$ cat src/rtl/hnf_txreq_arb_pkg.sv
// Shared CHI request-channel definitions used by the home-node TXREQ path.
package hnf_txreq_arb_pkg;

  localparam int CHI_MAX_LCRD = 15;

  localparam logic [6:0] CHI_REQ_READNOSNP      = 7'h04;
  localparam logic [6:0] CHI_REQ_WRITENOSNPFULL = 7'h1D;

  typedef struct packed {
    logic [3:0]  qos;
    logic [6:0]  tgt_id;
    logic [6:0]  src_id;
    logic [7:0]  txn_id;
    logic [6:0]  opcode;
    logic [2:0]  size;
    logic [31:0] addr;
  } reqflit_t;

  typedef enum logic {
    PRI_RD = 1'b0,
    PRI_WB = 1'b1
  } rr_pri_e;

  // Round-robin: after a grant, priority goes to the requester that lost.
  function automatic rr_pri_e rr_next(input logic gnt_rd);
    return gnt_rd ? PRI_WB : PRI_RD;
  endfunction

endpackage

$ cat src/rtl/hnf_txreq_arb_lcrd.sv
// CHI link-layer credit counter: one credit in per LCRDV, one out per sent flit,
// saturating at MAX_CRD with a sticky overflow flag.
module chi_lcrd_counter #(
  parameter int MAX_CRD = 15,
  parameter int CRD_W   = 4
) (
  input  logic             clock,
  input  logic             reset,
  input  logic             crd_inc,
  input  logic             crd_dec,
  output logic [CRD_W-1:0] crd_cnt,
  output logic             crd_err
);

  localparam logic [CRD_W-1:0] CRD_MAX  = CRD_W'(MAX_CRD);
  localparam logic [CRD_W-1:0] CRD_ZERO = {CRD_W{1'b0}};
  localparam logic [CRD_W-1:0] CRD_ONE  = {{(CRD_W-1){1'b0}}, 1'b1};

  logic [CRD_W-1:0] cnt_r;
  logic [CRD_W-1:0] cnt_nxt_s;
  logic             err_r;
  logic             err_nxt_s;

  // Next count; simultaneous return and spend cancel out even at MAX_CRD.
  always_comb begin
    cnt_nxt_s = cnt_r;
    err_nxt_s = err_r;
    case ({crd_inc, crd_dec})
      2'b10: begin
        if (cnt_r == CRD_MAX) begin
          err_nxt_s = 1'b1;
        end else begin
          cnt_nxt_s = cnt_r + CRD_ONE;
        end
      end
      2'b01: begin
        if (cnt_r != CRD_ZERO) begin
          cnt_nxt_s = cnt_r - CRD_ONE;
        end else begin
          cnt_nxt_s = cnt_r;
        end
      end
      default: begin
        cnt_nxt_s = cnt_r;
      end
    endcase
  end

  // Count and sticky error registers.
  always_ff @(posedge clock) begin
    if (reset) begin
      cnt_r <= CRD_ZERO;
      err_r <= 1'b0;
    end else begin
      cnt_r <= cnt_nxt_s;
      err_r <= err_nxt_s;
    end
  end

  assign crd_cnt = cnt_r;
  assign crd_err = err_r;

endmodule

$ cat src/rtl/hnf_txreq_arb.sv
// HN-F TXREQ arbiter: round-robin between the read and writeback request paths,
// gated by CHI link credits, with a registered flit output toward the SN-F.
module hnf_txreq_arb
  import hnf_txreq_arb_pkg::*;
#(
  parameter int MAX_CRD = CHI_MAX_LCRD,
  parameter int CRD_W   = 4
) (
  input  logic             clock,
  input  logic             reset,
  input  logic             rd_valid,
  input  reqflit_t         rd_flit,
  output logic             rd_ready,
  input  logic             wb_valid,
  input  reqflit_t         wb_flit,
  output logic             wb_ready,
  output reqflit_t         TXREQFLIT,
  output logic             TXREQFLITV,
  output logic             TXREQFLITPEND,
  input  logic             TXREQLCRDV,
  output logic [CRD_W-1:0] crd_cnt,
  output logic             crd_err
);

  rr_pri_e          pri_r;
  reqflit_t         flit_r;
  logic             flitv_r;
  logic [CRD_W-1:0] crd_cnt_s;
  logic             crd_err_s;
  logic             eligible_s;
  logic             gnt_rd_s;
  logic             gnt_wb_s;

  chi_lcrd_counter #(
    .MAX_CRD (MAX_CRD),
    .CRD_W   (CRD_W)
  ) u_lcrd (
    .clock   (clock),
    .reset   (reset),
    .crd_inc (TXREQLCRDV),
    .crd_dec (flitv_r),
    .crd_cnt (crd_cnt_s),
    .crd_err (crd_err_s)
  );

  // The flit on the wire this cycle has already claimed one credit; a credit
  // returning this cycle only counts from the next one.
  always_comb begin
    eligible_s = (crd_cnt_s > {{(CRD_W-1){1'b0}}, flitv_r});
  end

  // Round-robin grant; a lone requester wins regardless of the pointer.
  always_comb begin
    gnt_rd_s = 1'b0;
    gnt_wb_s = 1'b0;
    if (reset || !eligible_s) begin
      gnt_rd_s = 1'b0;
      gnt_wb_s = 1'b0;
    end else if (rd_valid && wb_valid) begin
      gnt_rd_s = (pri_r == PRI_RD);
      gnt_wb_s = (pri_r == PRI_WB);
    end else if (rd_valid) begin
      gnt_rd_s = 1'b1;
    end else if (wb_valid) begin
      gnt_wb_s = 1'b1;
    end else begin
      gnt_rd_s = 1'b0;
      gnt_wb_s = 1'b0;
    end
  end

  // Priority pointer and output flit register; the flit holds when idle.
  always_ff @(posedge clock) begin
    if (reset) begin
      pri_r   <= PRI_RD;
      flitv_r <= 1'b0;
      flit_r  <= '0;
    end else begin
      flitv_r <= gnt_rd_s | gnt_wb_s;
      if (gnt_rd_s) begin
        flit_r <= rd_flit;
        pri_r  <= rr_next(1'b1);
      end else if (gnt_wb_s) begin
        flit_r <= wb_flit;
        pri_r  <= rr_next(1'b0);
      end else begin
        flit_r <= flit_r;
        pri_r  <= pri_r;
      end
    end
  end

  assign rd_ready      = gnt_rd_s;
  assign wb_ready      = gnt_wb_s;
  assign TXREQFLIT     = flit_r;
  assign TXREQFLITV    = flitv_r;
  assign TXREQFLITPEND = rd_valid | wb_valid;
  assign crd_cnt       = crd_cnt_s;
  assign crd_err       = crd_err_s;

endmodule

$ cat config.mk
export PLATFORM = sky130hd
export DESIGN_NAME = hnf_txreq_arb
export DESIGN_NICKNAME = d
export VERILOG_FILES = /design/src/rtl/hnf_txreq_arb_pkg.sv /design/src/rtl/hnf_txreq_arb_lcrd.sv /design/src/rtl/hnf_txreq_arb.sv
export SDC_FILE = /design/constraint.sdc
export NUM_CORES = 1
export LEC_CHECK = 0
export ABC_AREA = 1
export CELL_PAD_IN_SITES_DETAIL_PLACEMENT = 1
export CELL_PAD_IN_SITES_GLOBAL_PLACEMENT = 2
export CORE_UTILIZATION = 19
export DETAILED_ROUTE_END_ITERATION = 16
export PLACE_DENSITY = 0.78
export SLEW_MARGIN = 5
export SYNTH_ARGS = -nofsm -noshare
export SYNTH_HDL_FRONTEND = slang
export SYNTH_SLANG_ARGS = --single-unit
$ cat constraint.sdc
create_clock -name clock -period 1.82 [get_ports clock]
set_input_delay 0.364 -clock clock [delete_from_list [all_inputs] [get_ports clock]]
set_output_delay 0.364 -clock clock [all_outputs]
set_load 0.01 [all_outputs]
==> flow_summary.ini <==
[status]
status = finished clean

[floorplan]
ioPinCount = 218
coreArea_sq_um = 22600
initial_core_util_pct = 19.4
rows = 55
dieWidth_microns = 154
die-area_sq_um = 23600
die_h_microns = 154

[logic_synthesis]
synth-seq-cells = 75
synth_area_sq_um = 4370
syn_inst = 726
synth_simple_gate_area_share_pct = 50.0
seq_area_frac_synth_pct = 34.4
avgSynthCellArea_sq_um = 6.02
synth_compound_area_share_pct = 0.916
synthXorXnorAreaFrac_pct = 0.601
synth_fp_nets = 873
synth-adder-area-share_pct = 1.89
synth_top_family_by_area = simple AND/OR/NAND/NOR gates
yosysUniqueCellTypes = 20
yosysWarnings = 0
muxShareOfSynthArea_pct = 0

[clock_tree]
cts_buffers = 9
clk_latency_ps = 340
cts_htree_levels = 3
clk_pin_slew_ps = 60
clockBufferDepth = 2
root_buffer = clkbuf_16
cts_tree = built
numClockSinks = 75
postCtsHoldBufs = 0

[placement]
dp_hpwl_microns = 11100
place.gp.congestion = 0.704
portBuffers = 217
pre_cts_ws_ps = -418
place_inst = 1210

[sta]
relSlewSlack_pct = 66.6
setup_viol = 0
hold_slack_ps = 452
rsz0062_at_grt = yes
fmax_mhz = 561
setup_slack_ps = 36.7
fin_crit_sh_pct = 98.0
worstMarginPinSlew_ps = 500
period_needed_ps = 1780
clock_skew_ps = 7.16
report.final.slew_viol_count = 0
hold_viol_final = 0

[worst_setup_path]
path_max_fanout = 3
cp.arrival_ps = 1420
start_kind = flip-flop
r2r_slack_ps = 120
path_class = flip-flop to primary output
required_ps = 1460
end_kind = primary output
reg2regPathDepth = 11

[global_route]
grtUsageTotal_pct = 13.5
grt_pass1_wl_microns = 25400
overflow = 0
grt_max_degree = 75
grt_pass1_vias = 5010
antenna_found_initial = 0

[route]
dr.pass1.iters = 5
viasPerCell = 4.02
initialDrtViolationCount = 143
wl_microns = 16400
drc = 0
vias = 4943
ant_nets = 0
wl_per_cell_microns = 13.4

[final_layout]
area_delta_synth_final_pct = 70.4
nNetsFinal = 1088
finalNonFillerCells = 1229
diodes = 0
layout-drive-gt1-share_pct = 6.36
fill_cells = 2836

[hold_path]
hold_depth = 2
hold_class = flip-flop to flip-flop

[power_and_ir_drop]
p_per_area_nw_per_um2 = 1430
peakVddDrop_mv = 0.367
p_leak_nw = 3.64

[job]
drv_cap = 0
-- what timing repair did --
action,4_1_cts,5_1_grt
setup endpoints to repair,8,71
resized for setup,19,10
cloned,0,4
pin swaps,3,1
setup buffers,0,1
-- stage by stage --
| step | util, % | instance area (sq um) | total power [mW] | setup TNS, ps |
|---|---|---|---|---|
| after global placement | 30.9 | 6980 | 8.42 | -18520 |
| after floorplan | - | 4370 | 5.78 | 0 |
| final | 33.0 | 7450 | 10.6 | 0 |
| after global routing | 33.0 | 7450 | 11.6 | -185 |
| after detailed placement | 30.9 | 6980 | 8.52 | -20080 |
| after CTS | 32.3 | 7290 | 10.5 | -7.34 |
-- report_power, final --
group          leakage (nW)  total (mW)  internal, mW  switching [mW]
clock network         0.135        1.81          1.09           0.721
registers             0.618        2.63          2.32           0.314
logic                  2.89        6.17          3.13            3.04
total                  3.64        10.6          6.53            4.08
-- routing by layer --
layer / GRT usage, % / wire, microns / vias to the layer above
met1: 16.7 / 7560 / 2208
li1: - / - / 2584
met5: 0 / 0 / -
met3: 4.76 / 1190 / 11
met4: 3.57 / 166 / 0
met2: 22.2 / 7500 / 140
-- final timing paths --
path / from / end
min: u_lcrd.crd_err / u_lcrd.crd_err
max: u_lcrd.crd_cnt[0] / wb_ready
max reg2reg: u_lcrd.crd_cnt[0] / TXREQFLIT[33]
min reg2reg: u_lcrd.crd_err / u_lcrd.crd_err
-- worst max-delay path, stage by stage (launching register included) --
cell and delay, ps:
dfxtp_2 330, inv_2 50, ha_4 260, inv_2 30, nand2_2 60, nand3_4 90
nand3_4 110, inv_2 50, buf_6 110
-- final cells by class --
cell class	count	area [sq um]	share of cell area, %
sequential	75	1500	20.2
clock buffer	12	246	3.31
inverter	85	319	4.28
clock inverter	2	37.5	0.504
multi-input combinational	522	2390	32.2
timing repair buffer	248	2590	34.8
tap	285	357	4.79
-- layout by cell type (no fill, tap or decap), drive strengths merged --
cell type	synthesis	layout
a21oi	6	6
buf	39	29
bufinv	0	1
clkbuf	5	16
clkdlybuf4s50	0	214
clkinvlp	0	1
dfxtp	75	75
dlygate4sd2	0	1
fa	1	1
ha	5	5
inv	85	85
nand2	218	218
nand3	7	7
nand3b	69	69
nand4	1	1
nor2	210	210
o21ai	2	2
xnor2	2	2
xor2	1	1
-- synth_stat cells --
cell	n	share of area, %
a21oi_1	6	0.69
buf_1	9	0.77
buf_2	26	3.0
buf_4	3	0.52
buf_6	1	0.26
clkbuf_1	5	0.43
dfxtp_1	75	34
fa_1	1	0.46
ha_1	5	1.4
inv_1	85	7.3
nand2_1	217	19
nand2_2	1	0.14
nand3_1	4	0.46
nand3_2	3	0.69
nand3b_1	69	12
nand4_1	1	0.14
nor2_1	210	18
o21ai_0	2	0.23
xnor2_1	2	0.40
xor2_1	1	0.20
-- state kept, by name (all words and copies together), names as in the netlist --
name / flops
u_lcrd.crd_cnt: 4
pri_r: 1
TXREQFLITV: 1
u_lcrd.crd_err: 1
TXREQFLIT: 68
-- cells by family (layout without fill, tap and decap cells) --
family          after synthesis  in the layout
fa+ha+maj                     6              6
compound gates                8              8
simple gates                505            505
xor+xnor                      3              3
flops                        75             75
buf+inv                     129            347
Power figures use the tool's default switching activity.
